===== src/rtl/norm_pkg.sv =====
// Shared ALU definitions for the left-normalizer: mode encoding and the
// bit-count op codes it borrows from cix.
package norm_pkg;

  typedef enum logic {
    NORM_LZ = 1'b0,
    NORM_LO = 1'b1
  } norm_mode_e;

  typedef enum logic [1:0] {
    CIX_CLZ = 2'd0,
    CIX_CLO = 2'd1,
    CIX_CTZ = 2'd2,
    CIX_CTO = 2'd3
  } cix_op_e;

  function automatic cix_op_e norm_cix_op(input logic mode);
    return (mode == NORM_LO) ? CIX_CLO : CIX_CLZ;
  endfunction

endpackage


===== src/rtl/norm_if.sv =====
// Operand and result streams of the normalizer, grouped as one bundle.
// The block is the slave; whoever feeds it and drains it is the master.
interface norm_if #(parameter int ORDER = 3);
  localparam int W = 2**ORDER;

  logic           in_valid;
  logic           in_ready;
  logic           in_mode;
  logic [W-1:0]   in_data;
  logic           out_valid;
  logic           out_ready;
  logic [W-1:0]   out_data;
  logic [ORDER:0] out_count;
  logic           out_all;

  modport master (
    output in_valid, in_mode, in_data, out_ready,
    input  in_ready, out_valid, out_data, out_count, out_all
  );

  modport slave (
    input  in_valid, in_mode, in_data, out_ready,
    output in_ready, out_valid, out_data, out_count, out_all
  );
endinterface


===== src/rtl/norm_cix.sv =====
// Bit-count unit: leading/trailing zero or one count over a 2**ORDER word.
// o_zero flags a word that contains none of the bit being searched for.
module cix
  import norm_pkg::*;
#(
  parameter int ORDER = 3
) (
  input  cix_op_e              i_op,
  input  logic [2**ORDER-1:0]  i_data,
  output logic [ORDER:0]       o_count,
  output logic                 o_zero
);
  localparam int W  = 2**ORDER;
  localparam int CW = ORDER + 1;

  logic [W-1:0] w_inv;
  logic [W-1:0] w_scan;

  // Ones-counting reduces to zero-counting on the inverted word.
  assign w_inv = (i_op == CIX_CLO || i_op == CIX_CTO) ? ~i_data : i_data;

  always_comb begin
    w_scan = w_inv;
    if (i_op == CIX_CTZ || i_op == CIX_CTO) begin
      for (int i = 0; i < W; i++) begin
        w_scan[i] = w_inv[W-1-i];
      end
    end
  end

  always_comb begin
    o_count = CW'(W);
    for (int i = 0; i < W; i++) begin
      if (w_scan[i]) o_count = CW'(W - 1 - i);
    end
  end

  assign o_zero = (w_scan == '0);

endmodule


===== src/rtl/norm_shl.sv =====
// Combinational left barrel shifter with ORDER+1 levels; the top level
// shifts by the full width and therefore clears the word.
module shl_norm #(
  parameter int ORDER = 3
) (
  input  logic [2**ORDER-1:0] i_data,
  input  logic [ORDER:0]      i_count,
  output logic [2**ORDER-1:0] o_data
);
  always_comb begin
    o_data = i_data;
    for (int l = 0; l <= ORDER; l++) begin
      if (i_count[l]) o_data = o_data << (2**l);
    end
  end
endmodule


===== src/rtl/norm.sv =====
// Two-stage valid/ready left-normalizer: S1 captures operand and leading
// count, S2 captures the shifted result. Full throughput, latency 2.
module norm
  import norm_pkg::*;
#(
  parameter int ORDER = 3
) (
  input  logic  i_clk,
  input  logic  i_rst_n,
  norm_if.slave bus
);
  localparam int W = 2**ORDER;

  logic           w_s1_adv;
  logic           w_s2_adv;
  cix_op_e        w_op;
  logic [ORDER:0] w_cix_count;
  logic           w_cix_zero;
  logic [W-1:0]   w_shifted;

  logic           r_s1_valid;
  logic [W-1:0]   r_s1_data;
  logic [ORDER:0] r_s1_count;
  logic           r_s1_all;

  logic           r_s2_valid;
  logic [W-1:0]   r_s2_data;
  logic [ORDER:0] r_s2_count;
  logic           r_s2_all;

  assign w_s2_adv = !r_s2_valid || bus.out_ready;
  assign w_s1_adv = !r_s1_valid || w_s2_adv;
  assign w_op     = norm_cix_op(bus.in_mode);

  cix #(.ORDER(ORDER)) u_cix (
    .i_op    (w_op),
    .i_data  (bus.in_data),
    .o_count (w_cix_count),
    .o_zero  (w_cix_zero)
  );

  shl_norm #(.ORDER(ORDER)) u_shl (
    .i_data  (r_s1_data),
    .i_count (r_s1_count),
    .o_data  (w_shifted)
  );

  // Data registers load only on a valid advance so they stay quiet when idle.
  always_ff @(posedge i_clk or negedge i_rst_n) begin
    if (!i_rst_n) begin
      r_s1_valid <= 1'b0;
      r_s1_data  <= '0;
      r_s1_count <= '0;
      r_s1_all   <= 1'b0;
    end else if (w_s1_adv) begin
      r_s1_valid <= bus.in_valid;
      if (bus.in_valid) begin
        r_s1_data  <= bus.in_data;
        r_s1_count <= w_cix_count;
        r_s1_all   <= w_cix_zero;
      end
    end
  end

  always_ff @(posedge i_clk or negedge i_rst_n) begin
    if (!i_rst_n) begin
      r_s2_valid <= 1'b0;
      r_s2_data  <= '0;
      r_s2_count <= '0;
      r_s2_all   <= 1'b0;
    end else if (w_s2_adv) begin
      r_s2_valid <= r_s1_valid;
      if (r_s1_valid) begin
        r_s2_data  <= w_shifted;
        r_s2_count <= r_s1_count;
        r_s2_all   <= r_s1_all;
      end
    end
  end

  assign bus.in_ready  = w_s1_adv;
  assign bus.out_valid = r_s2_valid;
  assign bus.out_data  = r_s2_data;
  assign bus.out_count = r_s2_count;
  assign bus.out_all   = r_s2_all;

endmodule


===== src/flat_wrapper.sv =====
// flat-port wrapper written by rule: the top's interface ports become plain ports
module norm_flat import norm_pkg::*;
#(
  parameter int ORDER = 3
)
  (i_clk, i_rst_n, bus_in_valid, bus_in_mode, bus_in_data, bus_out_ready, bus_in_ready, bus_out_valid, bus_out_data, bus_out_count, bus_out_all);
  norm_if #(.ORDER(ORDER)) bus_i ();
  input  logic i_clk;
  input  logic i_rst_n;
  input wire logic [$bits(bus_i.in_valid)-1:0] bus_in_valid;
  input wire logic [$bits(bus_i.in_mode)-1:0] bus_in_mode;
  input wire logic [$bits(bus_i.in_data)-1:0] bus_in_data;
  input wire logic [$bits(bus_i.out_ready)-1:0] bus_out_ready;
  output wire logic [$bits(bus_i.in_ready)-1:0] bus_in_ready;
  output wire logic [$bits(bus_i.out_valid)-1:0] bus_out_valid;
  output wire logic [$bits(bus_i.out_data)-1:0] bus_out_data;
  output wire logic [$bits(bus_i.out_count)-1:0] bus_out_count;
  output wire logic [$bits(bus_i.out_all)-1:0] bus_out_all;
  assign bus_i.in_valid = bus_in_valid;
  assign bus_i.in_mode = bus_in_mode;
  assign bus_i.in_data = bus_in_data;
  assign bus_i.out_ready = bus_out_ready;
  assign bus_in_ready = bus_i.in_ready;
  assign bus_out_valid = bus_i.out_valid;
  assign bus_out_data = bus_i.out_data;
  assign bus_out_count = bus_i.out_count;
  assign bus_out_all = bus_i.out_all;
  norm #(.ORDER(ORDER)) u_core (.i_clk(i_clk), .i_rst_n(i_rst_n), .bus(bus_i));
endmodule

===== config.mk =====
export PLATFORM = sky130hd
export DESIGN_NAME = norm_flat
export DESIGN_NICKNAME = d
export VERILOG_FILES = /design/src/rtl/norm_pkg.sv /design/src/rtl/norm_if.sv /design/src/rtl/norm_cix.sv /design/src/rtl/norm_shl.sv /design/src/rtl/norm.sv /design/src/flat_wrapper.sv
export SDC_FILE = /design/constraint.sdc
export NUM_CORES = 1
export LEC_CHECK = 0
export CORE_UTILIZATION = 54
export DETAILED_ROUTE_END_ITERATION = 10
export PLACE_DENSITY = 0.8
export SETUP_SLACK_MARGIN = 0.5
export SLEW_MARGIN = 0
export SYNTH_ARGS = -nofsm -noshare
export SYNTH_HDL_FRONTEND = slang
export SYNTH_HIERARCHICAL = 1
export SYNTH_SLANG_ARGS = --single-unit

===== constraint.sdc =====
create_clock -name i_clk -period 1.7 [get_ports i_clk]
set_clock_uncertainty 0.05 [all_clocks]
set_input_delay 0.17 -clock i_clk [delete_from_list [all_inputs] [get_ports i_clk]]
set_output_delay 0.17 -clock i_clk [all_outputs]
set_load 0.01 [all_outputs]

==> results of run 1 <==
-- repair_timing --
item                                    4_1_cts  5_1_grt
resized for setup                            93       12
buffers inserted                             16        5
endpoints found under the setup margin       41       34
pin swaps                                    15        1
cloned                                        1        0
-- flip-flops by register name, indices dropped and copies added, names as in the netlist --
| register | count |
|---|---|
| u_core/r_s1_data | 8 |
| u_core/r_s1_count | 4 |
| u_core/bus.out_valid | 1 |
| u_core/bus.out_data | 8 |
| u_core/r_s1_all | 1 |
| u_core/bus.out_count | 4 |
| u_core/r_s1_valid | 1 |
| u_core/bus.out_all | 1 |
-- cell type report --
class / instances / share of cell area
multi-input combinational: 116 / 0.453
sequential: 28 / 0.278
timing repair buffer: 69 / 0.218
tap: 44 / 0.0217
clock inverter: 1 / 0.0118
clock buffer: 3 / 0.00888
inverter: 6 / 0.00888
-- per-layer routing --
metal / part of all wire / routed length, µm / track usage / up-vias
li1: - / - / - / 713
met2: 0.53 / 2450 / 0.504 / 61
met5: 0 / 0 / 0 / -
met3: 0.043 / 198 / 0.0320 / 10
met4: 0.017 / 78 / 0.0598 / 0
met1: 0.41 / 1860 / 0.328 / 757
-- worst paths after layout --
check                           slack (ps)                               start                            endpoint  cells after the start
worst max register to register          70    u_core/r_s1_count[1]$_DFFE_PN0P_  u_core/bus.out_data[7]$_DFFE_PN0P_                      5
worst min-delay path                   120                             i_rst_n  u_core/bus.out_data[6]$_DFFE_PN0P_                      2
worst min register to register         480  u_core/bus.out_data[6]$_DFFE_PN0P_  u_core/bus.out_data[6]$_DFFE_PN0P_                      1
max in group asynchronous             1180                             i_rst_n    u_core/r_s1_count[0]$_DFFE_PN0P_                      2
worst max-delay path                    70    u_core/r_s1_count[1]$_DFFE_PN0P_  u_core/bus.out_data[7]$_DFFE_PN0P_                      5
min in group i_clk                     150                      bus_in_data[4]     u_core/r_s1_data[4]$_DFFE_PN0P_                      3
-- worst max-delay path, stage by stage, from the launching register on --
cell and delay, ps:
dfrtp_2 470, buf_12 140, mux2_4 310, mux2i_2 200
o32ai_1 100, mux2_2 270
-- cells in the final DEF (no fill, tap or decap), drive strengths merged, types with 3 or more instances in the layout --
cell | Yosys | routed
nand2b | 4 | 4
nor2 | 13 | 13
dfrtp | 28 | 28
dlygate4sd2 | 0 | 5
nor3 | 3 | 3
o32ai | 3 | 3
a211oi | 6 | 6
nand2 | 7 | 8
mux2i | 6 | 6
o211ai | 5 | 5
buf | 9 | 56
clkbuf | 1 | 8
and2 | 4 | 4
clkdlybuf4s50 | 0 | 3
conb | 1 | 4
mux2 | 30 | 30
inv | 6 | 6
-- logic make-up after synthesis --
group	Yosys count	synth area share
mux	38	0.282
other cells	1	0.00204
flops	28	0.381
buf+inv	16	0.0707
simple gates	51	0.176
compound gates	22	0.0891
-- per-stage QoR --
step | util | cell area (µm²) | setup WS (ps) | power [W]
after CTS | 0.795 | 2510 | 105 | 0.00241
final | 0.805 | 2540 | 66.3 | 0.00245
after detailed placement | 0.722 | 2280 | -360 | 0.00187
after floorplan | - | 1900 | 192 | 0.00149
after global routing | 0.805 | 2540 | 37.9 | 0.00258
after global placement | 0.722 | 2280 | -319 | 0.00183
-- report_power, final --
part | internal [W] | switching, W
clock | 0.000239 | 0.000207
combinational | 0.000649 | 0.000433
sequential | 0.000811 | 0.000112
==> impl_metrics.toml, run 1 <==
[status]
outcome = "finished clean"

[synthesis]
ys_ff_latch = 28
synth_top_area_cell = "dfrtp_1"
synthTopCellsByArea = "dfrtp_1 38%, mux2_4 16%, mux2_2 6.1%"
netlist.area_leader.share = 0.381
syn_inst = 156
synth_warnings = 6
yosysMostFrequentCell = "dfrtp_1"
synth_edf_count = 0
syn_area_per_cell_um2 = 11.8
ys_async_sr_fraction = 1.00
synthTopCellsByCount = "28 x dfrtp_1, 20 x mux2_4, 13 x nor2_1"
yosysUniqueCellTypes = 46
synth_area_um2 = 1840
yosysSeqAreaShare = 0.381
synth-main-ff-cell = "dfrtp_1"

[detailed_routing]
vias = 1541
drc = 0
wl_per_cell_um = 17.2
drt-pass1-iter-count = 4
totalWireLength_um = 4600
drtIter0Drc = 112
viasPerCell = 5.77
ant_nets = 0

[timing]
tns_ps = 0
max_freq_mhz = 612
whs_ps = 122
setup_viol = 0
finalHoldViolCount = 0
rsz0062_at_grt = "true"
post-route-period-util = 0.961
post-route-min-period_ps = 1630
drv_slew = 0

[die]
core_um2 = 3150
rows = 20
die_h_um = 60.4
die_w_um = 60.4
start_util = 0.583
ioPinCount = 28
dieArea_um2 = 3640

[critical_path]
arrival_ps = 1840
critPathMaxFanout = 5
startpoint_type = "flop"
critPathKind = "flop to flop"
crit_required_ps = 1910
endpoint_kind = "flop"

[clock_network]
cts_max_level = 1
clk_pin_slew_ps = 170
cts-buffers-inserted = 3
cts_tree = "done"
cts_buffer_depth = 2
root_buffer = "clkbuf_4"
cts_sinks = 28
hold_buffers = 0
insertion_delay_ps = 340

[global_routing]
grtUsageTotal = 0.269
antenna_found_initial = 0
gr-total-overflow = 0
grt_pass1_wl_um = 7150
grt_max_degree = 29
grt_pass1_vias = 1452

[pwr]
p_leak_nw = 1.21
power_density_nw_per_um2 = 966
vdd_drop_max_uv = 508

[worst_hold_path]
hold_path_class = "input port to async pin"

[cells_and_area]
num_antenna_cells = 0
num-fill-cells = 205
drive_gt1_frac = 0.543
multi_input_area_um2 = 1150
seq_area_um2 = 704
nNetsFinal = 237
area_delta_synth_final_pct = 38.0
final_cells = 267

[run]
drv_cap = 0

[placement]
placed_cells = 241
dp_hpwl_um = 2870
gp_congestion = 0.884
port_buffers = 27
No activity file was read; power rests on OpenSTA's default activity.
==> run 2: changes to the inputs <==
--- a/config.mk
+++ b/config.mk
@@ -5,8 +5,10 @@
 export SDC_FILE = /design/constraint.sdc
 export NUM_CORES = 1
 export LEC_CHECK = 0
+export CORE_ASPECT_RATIO = 1.1
 export CORE_UTILIZATION = 54
 export DETAILED_ROUTE_END_ITERATION = 10
+export GPL_ROUTABILITY_DRIVEN = 0
 export PLACE_DENSITY = 0.8
 export SETUP_SLACK_MARGIN = 0.5
 export SLEW_MARGIN = 0
==> impl_metrics.toml, run 2 (synthesis gave the netlist of run 1 again) <==
[critical_path]
startpoint_type = "flop"
critPathKind = "flop to flop"
arrival_ps = 1900
endpoint_kind = "flop"
critPathMaxFanout = 5
crit_required_ps = 1870

[die]
core_um2 = 3150
ioPinCount = 28
die_h_um = 63.2
die_w_um = 57.6
start_util = 0.583
rows = 21
dieArea_um2 = 3640

[pwr]
power_density_nw_per_um2 = 966
power_frac_clock = 0.128
p_leak_nw = 1.24
p_sw_w = 0.000818
p_comb_frac = 0.500
vdd_drop_max_uv = 316
swShare = 0.327
seqPwrFrac = 0.371
p_int_w = 0.00168

[timing]
fin_ws_ps = -25.8
relSlewSlack = 0.668
post-route-min-period_ps = 1730
drv_slew = 0
whs_ps = 147
tightestPinTransition_ps = 490
finalHoldViolCount = 0
setup_viol = 1
rsz0062_at_grt = "true"
max_freq_mhz = 579
post-route-period-util = 1.02

[global_routing]
antenna_found_initial = 0
grt_max_degree = 29
grtUsageTotal = 0.252
gr-total-overflow = 0
grt_pass1_wl_um = 7000
grt_pass1_vias = 1497

[detailed_routing]
totalWireLength_um = 4920
ant_nets = 0
drtIter0Drc = 85
vias = 1542
wl_per_cell_um = 18.9
viasPerCell = 5.93
drt-pass1-iter-count = 7
drc = 2

[clock_network]
cts-buffers-inserted = 3
insertion_delay_ps = 330
hold_buffers = 0
cts_buffer_depth = 2
root_buffer = "clkbuf_4"
cts_max_level = 1
cts_tree = "done"
clk_pin_slew_ps = 150
cts_sinks = 28

[cells_and_area]
drive_gt1_frac = 0.549
num_antenna_cells = 0
num-fill-cells = 170
nNetsFinal = 240
layout_commonest_cell = "buf_4"
seq_area_um2 = 704
most-common-layout-cells = "36 x buf_4, 28 x mux2_4, 25 x dfrtp_1"
area_delta_synth_final_pct = 40.7
multi_input_area_um2 = 1190

[placement]
pre_cts_ws_ps = -296
dp_hpwl_um = 2780
port_buffers = 27

[worst_hold_path]
hold_path_class = "input port to async pin"

[status]
outcome = "complete, but fails checks"
violations = "design-rule violations, negative setup slack"

[run]
drv_cap = 0
## run 2: worst max-delay path, stage by stage (launching register included)
cell and delay (ps):
dfrtp_2 470, buf_12 140, mux2_4 310, mux2i_1 210
o22ai_1 150, mux2_4 290
## run 2: worst paths after layout
kind / start / end / slack, ps / depth (start not counted)
worst max-delay path: u_core/r_s1_count[1]$_DFFE_PN0P_ / u_core/bus.out_data[4]$_DFFE_PN0P_ / -30 / 5
worst min-delay path: i_rst_n / u_core/bus.out_data[6]$_DFFE_PN0P_ / 150 / 2
worst max register to register: u_core/r_s1_count[1]$_DFFE_PN0P_ / u_core/bus.out_data[4]$_DFFE_PN0P_ / -30 / 5
worst min register to register: u_core/bus.out_all$_DFFE_PN0P_ / u_core/bus.out_all$_DFFE_PN0P_ / 490 / 1
max in group asynchronous: i_rst_n / u_core/r_s1_count[0]$_DFFE_PN0P_ / 1160 / 2
min in group i_clk: bus_in_data[4] / u_core/r_s1_data[4]$_DFFE_PN0P_ / 200 / 3
## run 2: timing repair
action / 4_1_cts / 5_1_grt
pin swaps: 10 / 4
gates cloned: 1 / 1
resized for setup: 76 / 25
buffers inserted: 12 / 15
endpoints found under the setup margin: 41 / 41
## run 2: power groups by stage
stage	Sequential [W]	Clock [W]	Combinational, W
floorplan	0.000955	0	0.000539
global placement	0.000938	0	0.000873
detailed placement	0.000951	0	0.000898
CTS	0.000921	0.000322	0.00102
global route	0.000942	0.000353	0.00132
finish	0.000928	0.000321	0.00125
## run 2: routing by layer
layer,vias to the layer above,part of all wire,global-route usage,wire (µm)
li1,715,-,-,-
met1,767,0.35,0.272,1740
met2,45,0.59,0.494,2880
met3,15,0.023,0.0123,115
met4,0,0.036,0.104,178
met5,-,0,0,0
## run 2: layout make-up
class,count,area share
multi-input combinational,116,0.459
sequential,28,0.272
timing repair buffer,72,0.230
tap,34,0.0164
clock buffer,4,0.0140
inverter,6,0.00870
## run 2: stage by stage
step           power (W)  TNS, ps  area, µm²   util  instances
6_report         0.00250    -25.8       2590  0.821        260
5_1_grt          0.00261    -60.2       2590  0.821        260
4_1_cts          0.00227        0       2450  0.777        244
3_5_place_dp     0.00185    -1260       2230  0.709        227
3_3_place_gp     0.00181    -1040       2230  0.709        227
2_1_floorplan    0.00149        0       1900      -        159
